==> config.mk <==
export PLATFORM = sky130hd
export DESIGN_NAME = edf_prio_fifo
export DESIGN_NICKNAME = d
export VERILOG_FILES = /design/src/rtl/edf_prio_pkg.sv /design/src/rtl/edf_prio_cell.sv /design/src/rtl/edf_prio_fifo.sv
export SDC_FILE = /design/constraint.sdc
export NUM_CORES = 2
export LEC_CHECK = 0
export CAP_MARGIN = 20
export CORE_MARGIN = 2
export CORE_UTILIZATION = 45
export DETAILED_ROUTE_END_ITERATION = 7
export GPL_ROUTABILITY_DRIVEN = 0
export MAX_ROUTING_LAYER = met4
export SETUP_SLACK_MARGIN = 0.2
export SKIP_CTS_REPAIR_TIMING = 1
export SYNTH_ARGS = -nofsm -noshare
export SYNTH_HDL_FRONTEND = slang
export SYNTH_HIERARCHICAL = 1
export SYNTH_SLANG_ARGS = --single-unit
==> constraint.sdc <==
create_clock -name clk -period 5.9 [get_ports clk]
set_clock_uncertainty 0.1 [all_clocks]
set_input_delay 1.475 -clock clk [delete_from_list [all_inputs] [get_ports clk]]
set_output_delay 1.475 -clock clk [all_outputs]
set_load 0.02 [all_outputs]
==> src/rtl/edf_prio_pkg.sv <==
// Shared definitions for the EDF priority queue: default sizing, key type
// and the per-cycle operation applied to every sorted slot.
package edf_prio_pkg;

  localparam int unsigned DEF_WIDTH = 16;
  localparam int unsigned DEF_DEPTH = 32;
  localparam int unsigned CNT_W     = $clog2(DEF_DEPTH + 1);

  typedef logic [DEF_WIDTH-1:0] key_t;

  typedef enum logic [1:0] {
    OP_HOLD = 2'b00,
    OP_PUSH = 2'b01,
    OP_POP  = 2'b10,
    OP_SWAP = 2'b11
  } op_e;

endpackage

==> src/rtl/edf_prio_cell.sv <==
// One slot of the sorted array: holds a key plus occupied bit and picks its
// next value from itself, its neighbours or the incoming key.
module edf_prio_cell
  import edf_prio_pkg::*;
#(
  parameter int unsigned WIDTH   = DEF_WIDTH,
  parameter bit          IS_HEAD = 1'b0
) (
  input  logic             clk,
  input  logic             rst,
  input  op_e              op_i,
  input  logic [WIDTH-1:0] din_i,
  input  logic [WIDTH-1:0] key_below_i,
  input  logic             occ_below_i,
  input  logic             le_below_i,
  input  logic [WIDTH-1:0] key_above_i,
  input  logic             occ_above_i,
  input  logic             le_above_i,
  output logic [WIDTH-1:0] key_o,
  output logic             occ_o,
  output logic             le_o
);

  logic [WIDTH-1:0] key_q, key_d;
  logic             occ_q, occ_d;
  logic             le;

  // Occupied entries with key <= din stay ahead of the new key (FIFO on ties).
  assign le = occ_q && (key_q <= din_i);

  always_comb begin
    key_d = key_q;
    occ_d = occ_q;
    case (op_i)
      OP_PUSH: begin
        if (!le) begin
          if (IS_HEAD || le_below_i) begin
            key_d = din_i;
            occ_d = 1'b1;
          end else begin
            key_d = key_below_i;
            occ_d = occ_below_i;
          end
        end
      end
      OP_POP: begin
        key_d = key_above_i;
        occ_d = occ_above_i;
      end
      // Pop-then-insert: the array seen by the insert is shifted down by one,
      // so the neighbour-above compare decides whether this slot takes it.
      OP_SWAP: begin
        if (le_above_i) begin
          key_d = key_above_i;
          occ_d = occ_above_i;
        end else if (IS_HEAD || le) begin
          key_d = din_i;
          occ_d = 1'b1;
        end
      end
      default: ;
    endcase
  end

  always_ff @(posedge clk or posedge rst) begin
    if (rst) begin
      key_q <= '0;
      occ_q <= 1'b0;
    end else begin
      key_q <= key_d;
      occ_q <= occ_d;
    end
  end

  assign key_o = key_q;
  assign occ_o = occ_q;
  assign le_o  = le;

endmodule

==> src/rtl/edf_prio_fifo.sv <==
// Sorted priority queue: smallest key always at the head, ties leave in
// arrival order. One insert and/or one pop per cycle.
module edf_prio_fifo
  import edf_prio_pkg::*;
#(
  parameter int unsigned WIDTH = DEF_WIDTH,
  parameter int unsigned DEPTH = DEF_DEPTH
) (
  input  logic             clk,
  input  logic             rst,
  input  logic             we,
  input  logic [WIDTH-1:0] din,
  input  logic             re,
  output logic [WIDTH-1:0] dout,
  output logic             valid
);

  localparam int unsigned CW = $clog2(DEPTH + 1);

  logic [CW-1:0]    cnt_q, cnt_d;
  logic             full, empty, push, pop;
  op_e              op;

  // Slot i lives at index i+1; indices 0 and DEPTH+1 are empty padding.
  logic [WIDTH-1:0] key_x [DEPTH+2];
  logic [DEPTH+1:0] occ_x;
  logic [DEPTH+1:0] le_x;

  assign key_x[0]       = '0;
  assign key_x[DEPTH+1] = '0;
  assign occ_x[0]       = 1'b0;
  assign occ_x[DEPTH+1] = 1'b0;
  assign le_x[0]        = 1'b0;
  assign le_x[DEPTH+1]  = 1'b0;

  assign full  = (cnt_q == CW'(DEPTH));
  assign empty = (cnt_q == '0);
  assign pop   = re && !empty;
  assign push  = we && (!full || pop);

  always_comb begin
    op    = OP_HOLD;
    cnt_d = cnt_q;
    case ({pop, push})
      2'b01: begin op = OP_PUSH; cnt_d = cnt_q + CW'(1); end
      2'b10: begin op = OP_POP;  cnt_d = cnt_q - CW'(1); end
      2'b11: op = OP_SWAP;
      default: ;
    endcase
  end

  always_ff @(posedge clk or posedge rst) begin
    if (rst) cnt_q <= '0;
    else     cnt_q <= cnt_d;
  end

  for (genvar g = 0; g < DEPTH; g++) begin : g_cell
    edf_prio_cell #(
      .WIDTH   (WIDTH),
      .IS_HEAD (g == 0)
    ) u_cell (
      .clk         (clk),
      .rst         (rst),
      .op_i        (op),
      .din_i       (din),
      .key_below_i (key_x[g]),
      .occ_below_i (occ_x[g]),
      .le_below_i  (le_x[g]),
      .key_above_i (key_x[g+2]),
      .occ_above_i (occ_x[g+2]),
      .le_above_i  (le_x[g+2]),
      .key_o       (key_x[g+1]),
      .occ_o       (occ_x[g+1]),
      .le_o        (le_x[g+1])
    );
  end

  assign dout  = occ_x[1] ? key_x[1] : '0;
  assign valid = !empty;

endmodule

==> out/qor.csv <==
metric;value;unit
status;completed;
drt-wirelength-per-cell;22.7;um
rows;125;
clk_root_buffer_cell;clkbuf_16;
dpl-instance-area;54800;um2
first_pass_iters;6;
drt-initial-drc-count;4265;
layout_common_cells;779 x inv_1, 597 x mux2i_1, 550 x dfrtp_1, 516 x ha_1, 448 x nand2_1;
critPathRequiredTime;6.39;ns
powerDensity;526;nW/um2
report.final.slew_viol_count;0;
fillers;10900;
h-tree-depth;3;
grt-ovfl-total;0;
clk_pin_slew;0.06;ns
track_usage;28.8;%
gr-usage-met2;43.1;%
insertion_delay;0.66;ns
grt_pass1_vias;45800;
ir_drop;0.262;mV
die_w;345;um
finalHoldViolCount;0;
rsz0062_at_grt;false;
cts_tree;built;
nNetsFinal;6476;
final_area;57300;um2
ys_seq_elements;550;
ant_nets;0;
setup_viol;0;
critical_path_peak_fanout;38;
drt_wl_total;171000;um
crit_arrival;5.26;ns
synth_area;52500;um2
ys_seq_area_share;26.2;%
dpl.hpwl;123000;um
hold_end;cnt_q[4];
seq_area;13800;um2
grt_use_met3;3.04;%
ys_async_sr_fraction;100;%
synth_cells;5901;
slew-limit-headroom;45.5;%
leakage;0.0271;uW
holdCritPathClass;flop to flop;
layout_commonest_cell;inv_1;
cts_made_buffers;73;
r2r-end;g_cell[12].u_cell/key_o[7];
io_buffers;36;
grt_pass1_wl;271000;um
tightestPinTransition;0.817;ns
die_h;345;um
ys_warn_count;6;
dieArea;119000;um2
hold_depth;1;
busiest_layer;met2;
startpoint_type;input port;
core-area;116000;um2
worstSetupPathType;input port to flop;
timing.setup.tns;0;ns
syn_area_per_cell;8.89;um2
slowest_stage;a21boi_0;
use_met1;41.3;%
synth_ff_type;dfrtp_1;
worstPathCellList;buf_4 -> buf_12 -> inv_1 -> ha_1 -> nand4_1 -> or4_4 -> nor2_1 -> a31o_4 -> and2b_1 -> nand2_1 -> a21boi_0 -> nor2_1 -> nor2_1 -> mux2_4;
min_from;cnt_q[4];
start_util;45.3;%
r2r_slack;2.08;ns
ff2ff_path_depth;11;
multi_input_area;34500;um2
via_count;46300;
grt_max_degree;119;
via_per_inst;6.16;
io-pin-count;37;
maxCapViolations;0;
min_period;4.77;ns
cts_sinks;550;
synth_enable_flop_cells;0;
ys_types;76;
syn_to_final_growth;9.29;%
route.detailed.drc;0;
cp_slowest_stage_delay;0.61;ns
antenna_found_initial;3;
clock.fmax;209;MHz
clockBufferDepth;3;
crit_top_cell;nor2_1;
r2r_start;g_cell[13].u_cell/key_o[15];
fin_crit_sh;80.9;%
cp-end-kind;flop;
drive_gt1_share;13.9;%
[worst max path at each step]
stage / start / end / depth (start not counted)
5_1_grt: din[10] / g_cell[12].u_cell/key_o[3] / 14
2_1_floorplan: re / g_cell[1].u_cell/key_o[0] / 8
3_5_place_dp: din[10] / g_cell[12].u_cell/key_o[3] / 14
4_1_cts: din[10] / g_cell[12].u_cell/key_o[7] / 14
3_3_place_gp: din[10] / g_cell[12].u_cell/key_o[2] / 14
6_report: din[10] / g_cell[12].u_cell/key_o[7] / 14
[metal layers]
metal	part of all wire, %	up-vias
met3	6.3	319
met1	47	22700
met2	44	1601
met4	2.7	0
met5	0	-
li1	-	21700
[stage by stage]
step | hold slack [ns] | utilization [%] | total power [uW] | setup slack (ns) | instances
after global routing | 0.488 | 49.5 | 32300 | 0.921 | 7515
after detailed placement | 0.457 | 47.3 | 25200 | 0.467 | 7388
final | 0.468 | 49.5 | 30100 | 1.13 | 7515
after global placement | 0.443 | 47.3 | 24800 | 0.484 | 7388
after CTS | 0.474 | 49.5 | 30000 | 1.17 | 7514
after floorplan | 0.408 | - | 20500 | 0.357 | 5920
[flip-flops by register name, indices dropped and copies added, names as in the netlist]
register	cells
g_cell.u_cell/key_o	512
cnt_q	6
g_cell.u_cell/occ_o	32
[critical path: cells and delay by family]
family,cells,cell delay (ns)
and+or+nand+nor,7,1.67
AOI/OAI and AO/OA,2,0.98
buffers and inverters,3,0.66
adders and majority gates,1,0.29
muxes,1,0.16
[cells in the mapped netlist (all sizes together), types with 3 or more instances]
library cell	number	area (um2)
o31ai	28	210
and2b	48	390
dfrtp	550	13800
o22a	4	35.0
a2111oi	10	169
and2	23	144
nor4	7	114
o221ai	192	1680
a221oi	48	420
a31oi	22	150
o21ai	210	1150
nand2	449	1690
mux2i	597	5980
or2	31	194
a21o	59	443
nand2b	46	318
o22ai	225	1410
nor2	433	1630
mux2	254	3210
a2bb2oi	25	639
a311oi	27	289
and3	52	355
buf	95	870
nor3	86	435
a31o	49	639
nand3	63	315
o2bb2ai	8	70.1
a21oi	223	1130
a41o	3	33.8
nand4	72	651
o32ai	28	245
ha	516	6460
o2111ai	56	490
nor3b	5	37.5
clkbuf	130	488
inv	779	2920
nor2b	86	538
a21boi	33	293
o211ai	37	278
or4	24	270
a21bo	7	70.1
or3	194	1210
a211oi	23	173
xnor2	4	35.0
o221a	32	360
[power breakdown]
part / internal, uW / leakage (uW) / switching (uW)
clock: 2810 / 0.00124 / 1900
sequential: 5590 / 0.00653 / 3130
combinational: 7750 / 0.0193 / 8950
total: 16200 / 0.0271 / 14000
[layout make-up]
cell class,instances,area share (%)
multi-input cells,4366,60.2
flip-flops and latches,550,24.0
inverters,779,5.10
clock buffers,105,3.85
well taps,1524,3.33
repair buffers,169,3.01
clock inverters,21,0.487
diodes,1,0.00436
[logic make-up (layout without fill, tap and decap cells)]
family | after synthesis | count (layout) | share of synthesized area (%)
and+or+nand+nor | 1620 | 1620 | 15.8
buffers and inverters | 1004 | 1074 | 8.16
adders and majority gates | 517 | 517 | 12.3
other | 1 | 21 | 0.00715
xor gates and xnor gates | 4 | 4 | 0.0668
muxes | 851 | 851 | 17.5
DFF | 550 | 550 | 26.2
AOI/OAI and AO/OA | 1354 | 1354 | 19.9
Note: power is estimated with default switching activity, not from simulation.
